==> src/rtl/cmul_pkg.sv <==
// rtl/cmul_pkg.sv - shared encodings and constants for the sequential complex multiplier
package cmul_pkg;

    localparam int DW       = 32;
    localparam int SIGN_BIT = 31;

    typedef enum logic [1:0] {
        IDLE = 2'd0,
        MUL  = 2'd1,
        DONE = 2'd2
    } state_e;

    // Slot order is also the order the multiplier is fed in MUL.
    localparam logic [1:0] RR = 2'd0;
    localparam logic [1:0] II = 2'd1;
    localparam logic [1:0] RI = 2'd2;
    localparam logic [1:0] IR = 2'd3;

endpackage

==> src/rtl/cplx_mul_seq_if.sv <==
// rtl/cplx_mul_seq_if.sv - operand/product handshake bundle of the complex multiply stage
interface cplx_mul_seq_if;

    logic                    in_valid;
    logic                    in_ready;
    logic [cmul_pkg::DW-1:0] a_re;
    logic [cmul_pkg::DW-1:0] a_im;
    logic [cmul_pkg::DW-1:0] b_re;
    logic [cmul_pkg::DW-1:0] b_im;
    logic                    out_valid;
    logic                    out_ready;
    logic [cmul_pkg::DW-1:0] p_rr;
    logic [cmul_pkg::DW-1:0] p_ii;
    logic [cmul_pkg::DW-1:0] p_ri;
    logic [cmul_pkg::DW-1:0] p_ir;
    logic                    busy;

    modport master (
        output in_valid, a_re, a_im, b_re, b_im, out_ready,
        input  in_ready, out_valid, p_rr, p_ii, p_ri, p_ir, busy
    );

    modport slave (
        input  in_valid, a_re, a_im, b_re, b_im, out_ready,
        output in_ready, out_valid, p_rr, p_ii, p_ri, p_ir, busy
    );

endinterface

==> src/rtl/cplx_mul_seq_mul.sv <==
// rtl/cplx_mul_seq_mul.sv - combinational float32 multiplier, round-to-nearest-even
// Inf/NaN operands give 0, zero/denormal operands and underflow give signed zero, overflow gives signed Inf.
module multiplication (
    input  logic [31:0] a_operand,
    input  logic [31:0] b_operand,
    output logic [31:0] result
);

    logic              sign;
    logic [7:0]        ea;
    logic [7:0]        eb;
    logic [47:0]       prod;
    logic [22:0]       frac;
    logic              guard;
    logic              sticky;
    logic              round_up;
    logic [23:0]       frac_r;
    logic signed [9:0] exp_n;
    logic signed [9:0] exp_r;

    always_comb begin
        sign = a_operand[31] ^ b_operand[31];
        ea   = a_operand[30:23];
        eb   = b_operand[30:23];
        prod = 48'({1'b1, a_operand[22:0]}) * 48'({1'b1, b_operand[22:0]});

        // Product of two 1.x mantissas lies in [1,4); bit 47 says which binade.
        if (prod[47]) begin
            frac   = prod[46:24];
            guard  = prod[23];
            sticky = |prod[22:0];
            exp_n  = $signed({2'b00, ea}) + $signed({2'b00, eb}) - 10'sd126;
        end else begin
            frac   = prod[45:23];
            guard  = prod[22];
            sticky = |prod[21:0];
            exp_n  = $signed({2'b00, ea}) + $signed({2'b00, eb}) - 10'sd127;
        end

        round_up = guard & (sticky | frac[0]);
        frac_r   = {1'b0, frac} + {23'd0, round_up};
        exp_r    = exp_n + $signed({9'd0, frac_r[23]});

        if ((&ea) || (&eb)) begin
            result = 32'h0;
        end else if (ea == 8'd0 || eb == 8'd0) begin
            result = {sign, 31'd0};
        end else if (exp_r >= 10'sd255) begin
            result = {sign, 8'hFF, 23'd0};
        end else if (exp_r <= 10'sd0) begin
            result = {sign, 31'd0};
        end else begin
            result = {sign, exp_r[7:0], frac_r[22:0]};
        end
    end

endmodule

==> src/rtl/cplx_mul_seq.sv <==
// rtl/cplx_mul_seq.sv - complex operand stage sharing one float32 multiplier over four partial products
// Optional CMUL_NEG_EN: the a_im*b_im product is sign-inverted so downstream only adds.
module cplx_mul_seq #(
    parameter int DW    = 32,
    parameter int IDX_W = 2
) (
    input  logic                clk,
    input  logic                rst,
    cplx_mul_seq_if.slave       bus
);

    cmul_pkg::state_e   state_q, state_d;
    logic [IDX_W-1:0]   idx_q, idx_d;
    logic               in_ready_q, in_ready_d;
    logic               out_valid_q, out_valid_d;
    logic               busy_q, busy_d;
    logic [DW-1:0]      a_re_q, a_re_d;
    logic [DW-1:0]      a_im_q, a_im_d;
    logic [DW-1:0]      b_re_q, b_re_d;
    logic [DW-1:0]      b_im_q, b_im_d;
    logic [DW-1:0]      p_q [4];
    logic [DW-1:0]      p_d [4];

    logic [DW-1:0]      mul_a;
    logic [DW-1:0]      mul_b;
    logic [DW-1:0]      mul_res;
    logic [DW-1:0]      slot_val;

    always_comb begin
        mul_a = a_re_q;
        mul_b = b_re_q;
        case (idx_q)
            cmul_pkg::RR: begin mul_a = a_re_q; mul_b = b_re_q; end
            cmul_pkg::II: begin mul_a = a_im_q; mul_b = b_im_q; end
            cmul_pkg::RI: begin mul_a = a_re_q; mul_b = b_im_q; end
            default:      begin mul_a = a_im_q; mul_b = b_re_q; end
        endcase
    end

    multiplication u_mul (
        .a_operand (mul_a),
        .b_operand (mul_b),
        .result    (mul_res)
    );

    always_comb begin
        slot_val = mul_res;
`ifdef CMUL_NEG_EN
        if (idx_q == cmul_pkg::II) begin
            slot_val[cmul_pkg::SIGN_BIT] = ~mul_res[cmul_pkg::SIGN_BIT];
        end
`endif
    end

    always_comb begin
        state_d     = state_q;
        idx_d       = idx_q;
        in_ready_d  = in_ready_q;
        out_valid_d = out_valid_q;
        busy_d      = busy_q;
        a_re_d      = a_re_q;
        a_im_d      = a_im_q;
        b_re_d      = b_re_q;
        b_im_d      = b_im_q;
        for (int i = 0; i < 4; i++) begin
            p_d[i] = p_q[i];
        end

        case (state_q)
            cmul_pkg::IDLE: begin
                if (bus.in_valid && in_ready_q) begin
                    state_d    = cmul_pkg::MUL;
                    idx_d      = '0;
                    in_ready_d = 1'b0;
                    busy_d     = 1'b1;
                    a_re_d     = bus.a_re;
                    a_im_d     = bus.a_im;
                    b_re_d     = bus.b_re;
                    b_im_d     = bus.b_im;
                end
            end
            cmul_pkg::MUL: begin
                p_d[idx_q] = slot_val;
                // Natural wrap takes the counter back to 0 as the last slot is written.
                idx_d      = idx_q + 1'b1;
                if (idx_q == {IDX_W{1'b1}}) begin
                    state_d     = cmul_pkg::DONE;
                    out_valid_d = 1'b1;
                end
            end
            cmul_pkg::DONE: begin
                if (out_valid_q && bus.out_ready) begin
                    state_d     = cmul_pkg::IDLE;
                    out_valid_d = 1'b0;
                    busy_d      = 1'b0;
                    in_ready_d  = 1'b1;
                end
            end
            default: begin
                state_d     = cmul_pkg::IDLE;
                idx_d       = '0;
                in_ready_d  = 1'b1;
                out_valid_d = 1'b0;
                busy_d      = 1'b0;
            end
        endcase
    end

    always_ff @(posedge clk) begin
        if (rst) begin
            state_q     <= cmul_pkg::IDLE;
            idx_q       <= '0;
            in_ready_q  <= 1'b1;
            out_valid_q <= 1'b0;
            busy_q      <= 1'b0;
            a_re_q      <= '0;
            a_im_q      <= '0;
            b_re_q      <= '0;
            b_im_q      <= '0;
            for (int i = 0; i < 4; i++) begin
                p_q[i] <= '0;
            end
        end else begin
            state_q     <= state_d;
            idx_q       <= idx_d;
            in_ready_q  <= in_ready_d;
            out_valid_q <= out_valid_d;
            busy_q      <= busy_d;
            a_re_q      <= a_re_d;
            a_im_q      <= a_im_d;
            b_re_q      <= b_re_d;
            b_im_q      <= b_im_d;
            for (int i = 0; i < 4; i++) begin
                p_q[i] <= p_d[i];
            end
        end
    end

    assign bus.in_ready  = in_ready_q;
    assign bus.out_valid = out_valid_q;
    assign bus.busy      = busy_q;
    assign bus.p_rr      = p_q[cmul_pkg::RR];
    assign bus.p_ii      = p_q[cmul_pkg::II];
    assign bus.p_ri      = p_q[cmul_pkg::RI];
    assign bus.p_ir      = p_q[cmul_pkg::IR];

endmodule

==> src/flat_wrapper.sv <==
// flat-port wrapper written by rule: the top's interface ports become plain ports
module cplx_mul_seq_flat 
#(
    parameter int DW    = 32,
    parameter int IDX_W = 2
)
  (clk, rst, bus_in_valid, bus_a_re, bus_a_im, bus_b_re, bus_b_im, bus_out_ready, bus_in_ready, bus_out_valid, bus_p_rr, bus_p_ii, bus_p_ri, bus_p_ir, bus_busy);
  cplx_mul_seq_if bus_i ();
  input  logic clk;
  input  logic rst;
  input wire logic [$bits(bus_i.in_valid)-1:0] bus_in_valid;
  input wire logic [$bits(bus_i.a_re)-1:0] bus_a_re;
  input wire logic [$bits(bus_i.a_im)-1:0] bus_a_im;
  input wire logic [$bits(bus_i.b_re)-1:0] bus_b_re;
  input wire logic [$bits(bus_i.b_im)-1:0] bus_b_im;
  input wire logic [$bits(bus_i.out_ready)-1:0] bus_out_ready;
  output wire logic [$bits(bus_i.in_ready)-1:0] bus_in_ready;
  output wire logic [$bits(bus_i.out_valid)-1:0] bus_out_valid;
  output wire logic [$bits(bus_i.p_rr)-1:0] bus_p_rr;
  output wire logic [$bits(bus_i.p_ii)-1:0] bus_p_ii;
  output wire logic [$bits(bus_i.p_ri)-1:0] bus_p_ri;
  output wire logic [$bits(bus_i.p_ir)-1:0] bus_p_ir;
  output wire logic [$bits(bus_i.busy)-1:0] bus_busy;
  assign bus_i.in_valid = bus_in_valid;
  assign bus_i.a_re = bus_a_re;
  assign bus_i.a_im = bus_a_im;
  assign bus_i.b_re = bus_b_re;
  assign bus_i.b_im = bus_b_im;
  assign bus_i.out_ready = bus_out_ready;
  assign bus_in_ready = bus_i.in_ready;
  assign bus_out_valid = bus_i.out_valid;
  assign bus_p_rr = bus_i.p_rr;
  assign bus_p_ii = bus_i.p_ii;
  assign bus_p_ri = bus_i.p_ri;
  assign bus_p_ir = bus_i.p_ir;
  assign bus_busy = bus_i.busy;
  cplx_mul_seq #(.DW(DW), .IDX_W(IDX_W)) u_core (.clk(clk), .rst(rst), .bus(bus_i));
endmodule
==> config.mk <==
export PLATFORM = sky130hd
export DESIGN_NAME = cplx_mul_seq_flat
export DESIGN_NICKNAME = d
export VERILOG_FILES = /design/src/rtl/cmul_pkg.sv /design/src/rtl/cplx_mul_seq_if.sv /design/src/rtl/cplx_mul_seq_mul.sv /design/src/rtl/cplx_mul_seq.sv /design/src/flat_wrapper.sv
export SDC_FILE = /design/constraint.sdc
export NUM_CORES = 2
export LEC_CHECK = 0
export CAP_MARGIN = 20
export CORE_MARGIN = 2
export CORE_UTILIZATION = 35
export DETAILED_ROUTE_END_ITERATION = 7
export HOLD_SLACK_MARGIN = 0.1
export PLACE_DENSITY_LB_ADDON = 0.25
export SLEW_MARGIN = 20
export SYNTH_ARGS = -nofsm -noshare
export SYNTH_HDL_FRONTEND = slang
export SYNTH_SLANG_ARGS = --single-unit
==> constraint.sdc <==
create_clock -name clk -period 18.2 [get_ports clk]
set_input_delay 5.46 -clock clk [delete_from_list [all_inputs] [get_ports clk]]
set_output_delay 5.46 -clock clk [all_outputs]
set_load 0.01 [all_outputs]
==> results by group <==
Drt
  – Routed vias/inst: between 5 and 6
  – Routed WL: approximately 100000 um
  – Routed via count: 25500
  – WL/cell: about 20 um
  – First-pass iteration count of the detailed router: 7
  – Initial DRC count: slightly below 2000
  – Drt drc: 0
  – Antenna Nets Post-Route: 0

Cells and area
  – Fin nets: 4605
  – Synth-to-Final Area Change: 14.9%
  – Inserted Diodes: 0
  – Share of layout cells above drive strength 1: under 10%
  – Fillers: ~8900

Worst setup path
  – Crit-path slowest cell: mux2i_4
  – Critical Path End Type: flop
  – Worst Path Max Fanout: 38
  – Worst EP arrival: approximately 14 ns
  – Crit path kind: reg2reg
  – Startpoint Class: flop
  – Max incr delay on CP: a little over 1 ns
  – Critical path required time: 18.68 ns

Yosys
  – EDFF count, synth: 0
  – Mapped cell area: roughly 30000 sq um
  – Post-synth top flop: dfxtp_1
  – Top post-synthesis cells by area: fa_1, dfxtp_1, nand2_1
  – Post-synth cell types: 85
  – #FFs+latches synth: between 200 and 300
  – Avg Cell Area, Syn: between 8 and 9 sq um
  – Mapped Cells: between 3000 and 4000
  – Post-synth top area share: between 30% and 40%
  – Sequential share of the synthesized area: 17.3%
  – Syn nets: about 4500
  – Dominant cell type by area after synthesis: fa_1
  – Asr flop ratio synth: 0%
  – Synth Warn #: 0

Timing
  – Tcrit/Tclk final: between 70% and 80%
  – Final Setup Violations: 0
  – Fin worst setup slack: 4.99 ns
  – Slew Viols, Final: 0
  – RSZ-0062 raised after global routing: no
  – Skew final: 0.0220 ns
  – Fmax: ~76 MHz
  – Max transition margin: 24.5%
  – Worst hold margin: ~0.45 ns
  – Fin Setup TNS: 0 ns
  – Worst-margin pin slew: 1.11 ns
  – Fin crit period: approximately 13 ns
  – Final hold viol count: 0

Power
  – Leakage power: 15.4 nW
  – P per Cell Area: between 60 and 70 nW/um^2
  – Overall Power: 0.00216 W
  – Peak VDD IR: around 0.08 mV

Run status
  – Status: completed

Placed design
  – DP Worst Slack: 5.21 ns
  – Routability Congestion: 0.898
  – Buffers added on ports: between 200 and 300
  – Placed wire-length estimate: 78400 um

Clock network
  – CTS sink cnt: ~260
  – CTS HTree Levels: 1
  – CTS root buffer: clkbuf_16
  – Clk_lat worst skew: approximately 0.55 ns
  – Postcts setup bufs: 0
  – Num CTS Buffers: 25
  – CTS tree: yes
  – Hold-fix buffers, CTS: 0
  – Post_cts resized: 0
  – Bufs on Longest Clock Path: 3
  – Clock Pin Slew Worst Setup and Hold Paths: about 0.07 ns

GRT
  – Global route total overflow: 0
  – Global-route wire length before repair: roughly 160000 um
  – Initial antenna violation count: 0
  – Largest net degree at the start of global routing: 100
  – Gr usage total: approximately 22%
  – Vias in the first global route: 26700

Flow run
  – Max-Cap Viols: 0

Floorplanning
  – Initial cell density of the core: about a third
  – Row Count: between 100 and 150
  – Die area: 89400 sq um
  – IO Pins: between 200 and 300
  – Die height: between 200 and 300 um
  – CORE AREA: just under 90000 sq um
  – Die Width: approximately 300 um

Min path
  – Hold Path Class: reg2reg
-- layout by cell type (no fill, tap or decap), types with 24 or more instances in the layout --
master / Yosys / final
nand2_1: 693 / 693
inv_1: 618 / 618
fa_1: 483 / 483
nor2_1: 339 / 334
dfxtp_1: 263 / 263
clkdlybuf4s50_1: 0 / 261
a21oi_1: 218 / 218
ha_1: 190 / 189
o21ai_0: 75 / 75
a22o_1: 68 / 68
mux2i_1: 58 / 52
xnor2_1: 46 / 45
buf_4: 1 / 34
mux2_2: 31 / 31
nand3_1: 30 / 30
nand4_1: 26 / 26
clkbuf_16: 0 / 25
xor2_1: 25 / 24
-- cell families after synthesis --
family	share of synthesized area, %
AOI/OAI and AO/OA	10.8
muxes	3.14
and+or+nand+nor	17.0
xor gates and xnor gates	2.12
adders and majority gates	39.6
buffers and inverters	10.1
DFF	17.3
-- through the flow --
stage	utilization (%)	cell area, sq um	std cells
floorplan	-	30500	3660
global placement	39.5	34100	4927
detailed placement	39.5	34100	4928
CTS	40.5	35000	4973
global route	40.5	35000	4973
finish	40.5	35000	4973
-- cell usage after synthesis, types with 6 or more instances --
| cell | instances |
|---|---|
| o21a_1 | 9 |
| inv_1 | 618 |
| nand3_1 | 30 |
| dfxtp_1 | 263 |
| nor4_1 | 16 |
| buf_1 | 11 |
| nor2b_1 | 14 |
| nand4_1 | 26 |
| clkbuf_1 | 161 |
| and3_1 | 12 |
| o2111ai_1 | 7 |
| ha_1 | 190 |
| nor2_1 | 339 |
| xnor2_1 | 46 |
| buf_2 | 7 |
| inv_2 | 6 |
| mux2_2 | 31 |
| fa_1 | 483 |
| o211ai_1 | 10 |
| and4_1 | 6 |
| mux2i_1 | 58 |
| a31oi_1 | 10 |
| xor2_1 | 25 |
| a22o_1 | 68 |
| a21o_1 | 23 |
| nand2b_1 | 8 |
| nor3_1 | 23 |
| and2_1 | 22 |
| a211oi_1 | 18 |
| o21ai_1 | 11 |
| nand2_1 | 693 |
| o31ai_1 | 9 |
| o21ai_0 | 75 |
| a21oi_1 | 218 |
-- layout make-up --
cell class | instances | area, sq um | area share (%)
Multi-Input combinational cell | 2585 | 22200 | 63.4
Sequential cell | 263 | 5270 | 15.0
Timing Repair Buffer | 296 | 2880 | 8.23
Inverter | 629 | 2360 | 6.75
Tap cell | 1155 | 1450 | 4.13
Clock buffer | 29 | 661 | 1.89
Clock inverter | 16 | 201 | 0.576
-- flip-flops by register name, indices dropped and copies added, names as in the netlist --
signal	cells
u_core.idx_q	2
u_core.bus.in_ready	1
u_core.bus.out_valid	1
u_core.bus.busy	1
u_core.b_im_q	32
u_core.b_re_q	32
u_core.a_re_q	32
u_core.p_q	128
u_core.a_im_q	32
u_core.state_q	2
-- worst paths after layout --
check / depth (start not counted) / slack, ns / startpoint / end
max: 40 / 4.99 / u_core.idx_q[1] / u_core.p_q[3][17]
min reg2reg: 2 / 0.45 / u_core.p_q[0][1] / u_core.p_q[0][1]
min: 2 / 0.45 / u_core.p_q[0][1] / u_core.p_q[0][1]
max reg2reg: 40 / 4.99 / u_core.idx_q[1] / u_core.p_q[3][17]
-- power breakdown --
group	internal (W)	switching [W]
clock network	0.000319	0.000234
registers	0.000597	0.0000132
logic	0.000328	0.000672
total	0.00124	0.000920
-- layer usage --
layer | GRT usage, % | wire length (um)
met1 | 29.4 | 42500
met2 | 37.4 | 46600
met3 | 4.25 | 7320
met4 | 7.12 | 3500
met5 | 0 | 0
-- worst max-delay path, delay by kind of cell, from the launching register on --
| family | cells | cell delay [ns] |
|---|---|---|
| and+or+nand+nor | 11 | 3.24 |
| muxes | 2 | 1.33 |
| AOI/OAI and AO/OA | 5 | 1.51 |
| DFF | 1 | 0.39 |
| buffers and inverters | 9 | 1.58 |
| adders and majority gates | 11 | 4.53 |
| xor gates and xnor gates | 2 | 0.47 |
Note: power is estimated with default switching activity, not from simulation.
